$ cat config.mk
export PLATFORM = sky130hd
export DESIGN_NAME = bcd_display_scanner_flat
export DESIGN_NICKNAME = d
export VERILOG_FILES = /design/src/rtl/bcd_display_scanner_if.sv /design/src/rtl/bcd_display_scanner.sv /design/src/flat_wrapper.sv
export SDC_FILE = /design/constraint.sdc
export NUM_CORES = 1
export LEC_CHECK = 0
export ABC_AREA = 1
export BUFFER_PORTS_ARGS = -buffer_cell sky130_fd_sc_hd__buf_2
export CORE_MARGIN = 2
export CORE_UTILIZATION = 50
export CTS_BUF_LIST = sky130_fd_sc_hd__clkbuf_2
export CTS_CLUSTER_SIZE = 8
export DETAILED_ROUTE_END_ITERATION = 10
export PLACE_DENSITY = 0.68
export SYNTH_ARGS = -nofsm -noshare
export SYNTH_HDL_FRONTEND = slang
export SYNTH_SLANG_ARGS = --single-unit
$ cat constraint.sdc
create_clock -name clk -period 1.9 [get_ports clk]
set_input_delay 0.095 -clock clk [delete_from_list [all_inputs] [get_ports clk]]
set_output_delay 0.095 -clock clk [all_outputs]
set_load 0.005 [all_outputs]
$ cat src/rtl/bcd_display_scanner_if.sv
// rtl/bcd_display_scanner_if.sv - time bus and display pin bundle for the BCD display scanner
interface bcd_display_scanner_if;
   logic        en;
   logic [13:0] count_in;
   logic [3:0]  blink_mask;
   logic [3:0]  anode;
   logic [6:0]  seg;
   logic        dp;

   modport master (
      output en, count_in, blink_mask,
      input  anode, seg, dp
   );

   modport slave (
      input  en, count_in, blink_mask,
      output anode, seg, dp
   );
endinterface

$ cat src/rtl/bcd_display_scanner.sv
// rtl/bcd_display_scanner.sv - HH:MM packed-BCD validator and 4-digit multiplexed 7-segment driver
// Optional macro LEADING_ZERO_BLANK_EN darkens a zero hour-tens digit on a valid time.
module bcd_display_scanner #(
   parameter int REFRESH_DIV = 100000,
   parameter int BLINK_DIV   = 50000000
) (
   input  logic clk,
   input  logic rst,
   bcd_display_scanner_if.slave bus
);

   localparam int RW = (REFRESH_DIV > 1) ? $clog2(REFRESH_DIV) : 1;
   localparam int BW = (BLINK_DIV > 1) ? $clog2(BLINK_DIV) : 1;

   logic [RW-1:0] r_ref_cnt;
   logic [1:0]    r_digit_idx;
   logic [13:0]   r_snapshot;
   logic [BW-1:0] r_blink_cnt;
   logic          r_blink_phase;
   logic [3:0]    r_anode;
   logic [6:0]    r_seg;
   logic          r_dp;

   logic          w_ref_wrap;
   logic          w_blink_wrap;
   logic [3:0]    w_d0, w_d1, w_d2, w_d3;
   logic [3:0]    w_cur_digit;
   logic          w_valid;
   logic [3:0]    w_onehot_n;
   logic [3:0]    w_anode_nxt;
   logic [6:0]    w_seg_nxt;
   logic          w_dp_nxt;

   function automatic logic [6:0] f_decode(input logic [3:0] v);
      case (v)
         4'd0:    f_decode = 7'b1000000;
         4'd1:    f_decode = 7'b1111001;
         4'd2:    f_decode = 7'b0100100;
         4'd3:    f_decode = 7'b0110000;
         4'd4:    f_decode = 7'b0011001;
         4'd5:    f_decode = 7'b0010010;
         4'd6:    f_decode = 7'b0000010;
         4'd7:    f_decode = 7'b1111000;
         4'd8:    f_decode = 7'b0000000;
         4'd9:    f_decode = 7'b0010000;
         default: f_decode = 7'b0111111;
      endcase
   endfunction

   assign w_ref_wrap   = (r_ref_cnt == RW'(REFRESH_DIV - 1));
   assign w_blink_wrap = (r_blink_cnt == BW'(BLINK_DIV - 1));

   // Snapshot reloads only at the end of digit 3's slot, so a frame never mixes two times.
   always_ff @(posedge clk or negedge rst) begin
      if (!rst) begin
         r_ref_cnt   <= '0;
         r_digit_idx <= 2'd0;
         r_snapshot  <= 14'd0;
      end else if (w_ref_wrap) begin
         r_ref_cnt   <= '0;
         r_digit_idx <= r_digit_idx + 2'd1;
         if (r_digit_idx == 2'd3)
            r_snapshot <= bus.count_in;
      end else begin
         r_ref_cnt <= r_ref_cnt + RW'(1);
      end
   end

   always_ff @(posedge clk or negedge rst) begin
      if (!rst) begin
         r_blink_cnt   <= '0;
         r_blink_phase <= 1'b0;
      end else if (w_blink_wrap) begin
         r_blink_cnt   <= '0;
         r_blink_phase <= ~r_blink_phase;
      end else begin
         r_blink_cnt <= r_blink_cnt + BW'(1);
      end
   end

   assign w_d3 = {1'b0, r_snapshot[13:11]};
   assign w_d2 = r_snapshot[10:7];
   assign w_d1 = {1'b0, r_snapshot[6:4]};
   assign w_d0 = r_snapshot[3:0];

   assign w_valid = !((w_d3 > 4'd2) || (w_d2 > 4'd9) ||
                      ((w_d3 == 4'd2) && (w_d2 > 4'd3)) ||
                      (w_d1 > 4'd5) || (w_d0 > 4'd9));

   always_comb begin
      w_cur_digit = w_d0;
      case (r_digit_idx)
         2'd0: w_cur_digit = w_d0;
         2'd1: w_cur_digit = w_d1;
         2'd2: w_cur_digit = w_d2;
         2'd3: w_cur_digit = w_d3;
         default: w_cur_digit = w_d0;
      endcase
   end

   assign w_onehot_n = ~(4'b0001 << r_digit_idx);

   // A dark slot drives every pin inactive, not just the anodes.
   always_comb begin
      w_anode_nxt = 4'b1111;
      w_seg_nxt   = 7'b1111111;
      w_dp_nxt    = 1'b1;
      if (!bus.en) begin
         w_anode_nxt = 4'b1111;
      end else if (bus.blink_mask[r_digit_idx] && !r_blink_phase) begin
         w_anode_nxt = 4'b1111;
      end else if (!w_valid) begin
         w_anode_nxt = w_onehot_n;
         w_seg_nxt   = 7'b0111111;
`ifdef LEADING_ZERO_BLANK_EN
      end else if ((r_digit_idx == 2'd3) && (w_d3 == 4'd0)) begin
         w_anode_nxt = 4'b1111;
`endif
      end else begin
         w_anode_nxt = w_onehot_n;
         w_seg_nxt   = f_decode(w_cur_digit);
         w_dp_nxt    = (r_digit_idx == 2'd2) ? ~r_blink_phase : 1'b1;
      end
   end

   always_ff @(posedge clk or negedge rst) begin
      if (!rst) begin
         r_anode <= 4'b1111;
         r_seg   <= 7'b1111111;
         r_dp    <= 1'b1;
      end else begin
         r_anode <= w_anode_nxt;
         r_seg   <= w_seg_nxt;
         r_dp    <= w_dp_nxt;
      end
   end

   assign bus.anode = r_anode;
   assign bus.seg   = r_seg;
   assign bus.dp    = r_dp;

endmodule

$ cat src/flat_wrapper.sv
// flat-port wrapper written by rule: the top's interface ports become plain ports
module bcd_display_scanner_flat 
#(
   parameter int REFRESH_DIV = 100000,
   parameter int BLINK_DIV   = 50000000
)
  (clk, rst, bus_en, bus_count_in, bus_blink_mask, bus_anode, bus_seg, bus_dp);
  bcd_display_scanner_if bus_i ();
  input  logic clk;
  input  logic rst;
  input wire logic [$bits(bus_i.en)-1:0] bus_en;
  input wire logic [$bits(bus_i.count_in)-1:0] bus_count_in;
  input wire logic [$bits(bus_i.blink_mask)-1:0] bus_blink_mask;
  output wire logic [$bits(bus_i.anode)-1:0] bus_anode;
  output wire logic [$bits(bus_i.seg)-1:0] bus_seg;
  output wire logic [$bits(bus_i.dp)-1:0] bus_dp;
  assign bus_i.en = bus_en;
  assign bus_i.count_in = bus_count_in;
  assign bus_i.blink_mask = bus_blink_mask;
  assign bus_anode = bus_i.anode;
  assign bus_seg = bus_i.seg;
  assign bus_dp = bus_i.dp;
  bcd_display_scanner #(.REFRESH_DIV(REFRESH_DIV), .BLINK_DIV(BLINK_DIV)) u_core (.clk(clk), .rst(rst), .bus(bus_i));
endmodule
### Word level (Yosys, flattened, before mapping)

Memory sizes are Yosys's and may differ from the RTL's.
Cells that the tools add are included.

| storage, ports and cells | value |
|---|---|
| memories kept | 1 |
| bits in registers | 72 |
| memory bits (read-only) | 112 |
| output and inout bits | 12 |

| cells by class | value |
|---|---|
| $lt $le $gt $ge | 6 |
| shifts and indexed selects | 1 |
| reductions and logical operators | 9 |
| add/sub/neg operators | 3 |
| muxes and demuxes | 14 |
| eq/ne operators | 6 |
| bitwise gates (word level) | 2 |

Memories:

| name | words | bits a word | rd ports | clocked after Yosys merged registers in | wr ports | RTL line | source |
|---|---|---|---|---|---|---|---|
| (name not given) | 16 | 7 | 1 | 0 | 0 | bcd_display_scanner.sv:35 | `case (v)` |

Operators with widths:

| cell | count |
|---|---|
| $add 26x1->26 const B | 1 |
| $eq 26x26->1 const B | 1 |
| $mux 26 | 1 |
| $mux 7 | 3 |
| $add 17x1->17 const B | 1 |
| $eq 17x17->1 const B | 1 |
| $mux 17 | 1 |
| $pmux 4 s4 | 1 |
| $gt 4x4->1 const B | 2 |
| $mux 4 | 2 |
| $mux 1 | 5 |
| $eq 2x2->1 const B | 2 |
| $gt 4x2->1 const B | 1 |
| $logic_or 1x1->1 | 4 |
| $not 4->4 | 1 |
| $shl 1x2->4 const A | 1 |
| $eq 3x2->1 const B | 1 |
| $gt 3x2->1 const B | 1 |
| $gt 3x3->1 const B | 1 |
| $lt 2x3->1 const B | 1 |
| $add 2x1->2 const B | 1 |
| $bmux 1 s2 | 1 |
| $eq 2x1->1 const B | 1 |
| $logic_and 1x1->1 | 2 |
| other kinds (4) | 4 |

### Logic depth before layout (Yosys ltp)

| logic depth | value |
|---|---|
| depth in word-level cells | 8 |
| depth in mapped cells | 11 |
| gate-level depth less buffers | 11 |

### Worst setup path before layout

No wires, ideal clock.

| timing path | value |
|---|---|
| path kind | register to register |
| start point | reg u_core.r_digit_idx[0] |
| end point | reg u_core.r_seg[3], in the netlist u_core.bus.seg[3] |
| library setup time | 61 ps |
| period minus slack after synthesis | 1,811 ps |
| data arrival time | 1,751 ps |
| stages on the path, launching flop included | 12 |
| slack | 89 ps |
| required time | 1,839 ps |
| path through | dfrtp_1 -> inv_1 -> ha_1 -> inv_1 -> nand2_1 -> o21bai_1 -> ha_1 -> inv_1 -> nand2_1 -> nand2_1 -> nand2_1 -> nand2_1 |

| between the ends | value |
|---|---|
| cells in the longest elaborated chain, start to end | 6 |
| elaborated cells on any way between the ends | 12 |

Ends and longest elaborated chain:

| element | RTL line | source |
|---|---|---|
| from (decl) | bcd_display_scanner.sv:16 | `logic [1:0] r_digit_idx;` |
| from (signal assigned) | bcd_display_scanner.sv:61 | `r_digit_idx <= r_digit_idx + 2'd1;` |
| $eq 2x2->1, or another cell as far along | bcd_display_scanner.sv:92 | `case (r_digit_idx)` |
| $pmux 4 s4 | bcd_display_scanner.sv:92 |  |
| $mem_v2 16x7 | n/a |  |
| $mux 7 | bcd_display_scanner.sv:112 | `end else if (!w_valid) begin` |
| $mux 7 * | bcd_display_scanner.sv:110 | `end else if (bus.blink_mask[r_digit_idx] && !r_blink_phase) begin` |
| $mux 7 * | bcd_display_scanner.sv:108 | `if (!bus.en) begin` |
| via u_core.w_seg_nxt[3] | bcd_display_scanner.sv:31 | `logic [6:0] w_seg_nxt;` |
| to (signal assigned) | bcd_display_scanner.sv:133 | `r_seg <= w_seg_nxt;` |
| to (decl) | bcd_display_scanner.sv:21 | `logic [6:0] r_seg;` |

The timed path passes the listed nets; every way through them passes the cells marked *. The select of a mux whose other input is x is not followed.
A chain may end at the register's enable or synchronous reset.

### Worst setup path in the final report

| timing path | value |
|---|---|
| start point | reg u_core.r_digit_idx[0] |
| end point | reg u_core.r_seg[5], in the netlist u_core.bus.seg[5] |

The elaborated chain is that of the path after synthesis.

==> flow_summary.yaml <==
cts:
  htree_num_levels: 3
  clkLatencyLatePin_ns: 0.50
  clk_pin_slew_ns: 0.22
  root_buffer: "clkbuf_2"
  clock_sinks: 72
  cts_buffers: 9
  clock_path_buffers: 2
  cts_tree: "built"
critical_path:
  critical_path_class: "reg2reg"
  cp_common_cell: "nand2_1"
  crit_family: "simple AND/OR/NAND/NOR gates"
  cp_max_fo: 4
  timing.rr.start: "u_core.r_digit_idx[0]"
  crit_path_max_incr_delay_ns: 0.46
  rr_endpoint: "u_core.bus.seg[5]"
  path_cells: "buf_4 -> ha_1 -> nand2_1 -> nand2_1 -> nor2_1 -> nor2_1 -> ha_1 -> or2_2 -> nand3_1 -> nand2_1"
  worstSetupEndpointType: "flip-flop"
  cpMaxStageDelayCell: "dfrtp_1"
  start_kind: "flip-flop"
  required_ns: 2.36
  rr_worst_depth: 10
  cp_num_buf_inv: 1
  cp.arrival_ns: 2.28
  reg2reg_slack_ns: 0.09
yosys:
  synth_area_leaders: "dfrtp_1 (38%), nand2_1 (17%), nor2_1 (9.0%)"
  yosysSeqAreaShare_pct: 46.4
  synth.top_cell.area_share_pct: 38.3
  synth_edf_count: 0
  synth_top_area_cell: "dfrtp_1"
  ys_types: 27
  synth.most_common_cell: "nand2_1"
  synth_common_cells: "nand2_1 (182), nor2_1 (94), inv_1 (62)"
  yosys_warnings: 0
  async_reset_ff_share_pct: 100
  synth-main-ff-cell: "dfrtp_1"
  syn_area_per_cell_um2: 7.46
  synth_nets: 556
  syn_area_um2: 3920
  synth-seq-cells: 72
  syn_inst: 525
timing:
  finalCriticalPeriod_ns: 1.81
  hold_slack_ns: 0.0938
  timing.fmax_ghz: 0.552
  tightest_slew_ns: 0.394
  finalSetupViolations: 0
  max-slew-margin-rel_pct: 73.7
  min_period_over_period_pct: 95.4
  tns_ns: 0
  slew_viol_final: 0
  setup_ws_ns: 0.0873
  skew_ns: 0.0225
  final_hold_viol_count: 0
worst_hold_path:
  hp-class: "in2async"
routing:
  drtIter0Drc: 183
  drc_errors: 0
  wl_um: 8350
  drtAntennaViolNets: 0
  wl_per_cell_um: 12.0
  avgViaCountPerCell: 4.88
  dr.pass1.iters: 4
  dr_total_vias: 3403
global_routing:
  track_usage_pct: 22.2
  antenna_found_initial: 0
  grt-ovfl-total: 0
  grt_max_degree: 73
  grt_first_pass_wirelength_um: 15200
  grt_pass1_vias: 3381
power_and_ir_drop:
  ir_drop_mv: 0.300
  totalPowerFinal_mw: 2.39
  pwr_density_cell_nw_per_um2: 528
  p_leak_nw: 2.20
final_layout:
  antennaDiodeCount: 0
  fillers: 707
  stdcell_count: 698
  fin_area_um2: 4530
  multi_input_area_um2: 1840
  utilization_pct: 59.3
  drive_above_1_share_pct: 14.4
  seqCellArea_um2: 1820
  layout.nets: 622
  area_growth_pct: 15.7
placed_design:
  place_ws_ns: -0.0190
  place_inst: 664
  gp_congestion: 0.899
  dp_hpwl_um: 6090
  port_buffers: 32
  postPlaceCellArea_um2: 4250
floorplan:
  start_util_pct: 51.2
  die_w_um: 92.5
  num_rows: 32
  die_area_um2: 8560
  die_y_um: 92.5
  io_pins: 33
  core_um2: 7650
status:
  outcome: "finished, final reports clean"
job:
  cap_violations: 0
==> repair_timing <==
action | in CTS | in global routing
endpoints found under the setup margin | 5 | 7
setup buffers | 0 | 2
gates cloned | 0 | 0
hold buffers | 16 | 0
hold endpoints to repair | 89 | 0
resized for setup | 1 | 5
==> routing by layer <==
layer / GRT usage (%) / part of all wire, % / up-vias
met1: 31.3 / 48 / 1546
met5: 0 / 0 / -
met3: 4.15 / 5.3 / 13
met4: 6.84 / 1.3 / 0
li1: - / - / 1738
met2: 34.8 / 46 / 106
==> cell families after synthesis <==
group | Yosys count | synth area share, %
fa+ha+maj | 10 | 3.19
flops | 72 | 46.4
xor+xnor | 24 | 5.37
simple gates | 330 | 35.1
compound gates | 21 | 2.88
buf+inv | 68 | 7.09
==> sequential cells by signal, summed over array words and instances (netlist names) <==
| name | count |
|---|---|
| u_core.bus.anode | 4 |
| u_core.bus.dp | 1 |
| u_core.bus.seg | 7 |
| u_core.r_blink_cnt | 26 |
| u_core.r_blink_phase | 1 |
| u_core.r_digit_idx | 2 |
| u_core.r_ref_cnt | 17 |
| u_core.r_snapshot | 14 |
==> how the worst max path moves through the flow <==
stage	start	end	slack, ns	cells after the start
global route	u_core.r_digit_idx[0]	u_core.bus.seg[5]	-0.005	10
floorplan	u_core.r_digit_idx[0]	u_core.bus.seg[3]	0.09	11
finish	u_core.r_digit_idx[0]	u_core.bus.seg[5]	0.09	10
CTS	u_core.r_digit_idx[0]	u_core.bus.seg[5]	0.04	10
global placement	u_core.r_digit_idx[0]	u_core.bus.seg[5]	0.06	8
detailed placement	u_core.r_digit_idx[0]	u_core.bus.seg[0]	-0.02	8
==> layout by cell type, fill, tap and decap left out, types with 4 or more instances in the layout <==
| master | synthesis | layout |
|---|---|---|
| nand2_1 | 182 | 182 |
| nor2_1 | 94 | 93 |
| inv_1 | 62 | 61 |
| dfrtp_1 | 60 | 60 |
| buf_2 | 1 | 32 |
| nand3_1 | 29 | 29 |
| xor2_1 | 17 | 17 |
| dlygate4sd3_1 | 0 | 16 |
| dfstp_2 | 12 | 12 |
| nand4_1 | 10 | 10 |
| o21ai_0 | 10 | 10 |
| clkbuf_2 | 0 | 10 |
| buf_4 | 1 | 10 |
| ha_1 | 10 | 8 |
| xnor2_1 | 7 | 7 |
| a21oi_1 | 6 | 6 |
| nor3_1 | 4 | 4 |
| nor2_4 | 4 | 4 |
==> tightest hold or removal path: stages <==
cell,delay [ns]
dlygate4sd3_1,0.53
buf_2,0.12
buf_12,0.29
==> final cells by class <==
class	instances	area share, %
multi-input combinational	385	40.5
sequential	72	40.1
tap	102	2.82
clock buffer	10	1.10
timing repair buffer	59	9.17
inverter	64	5.36
clock inverter	6	0.939
==> where the power goes <==
part	total [mW]	internal (mW)	switching, mW
sequential	1.54	1.54	0.000572
combinational	0.0906	0.0438	0.0469
clock	0.761	0.183	0.578
total	2.39	1.77	0.625
No activity file was read; power rests on OpenSTA's default activity.
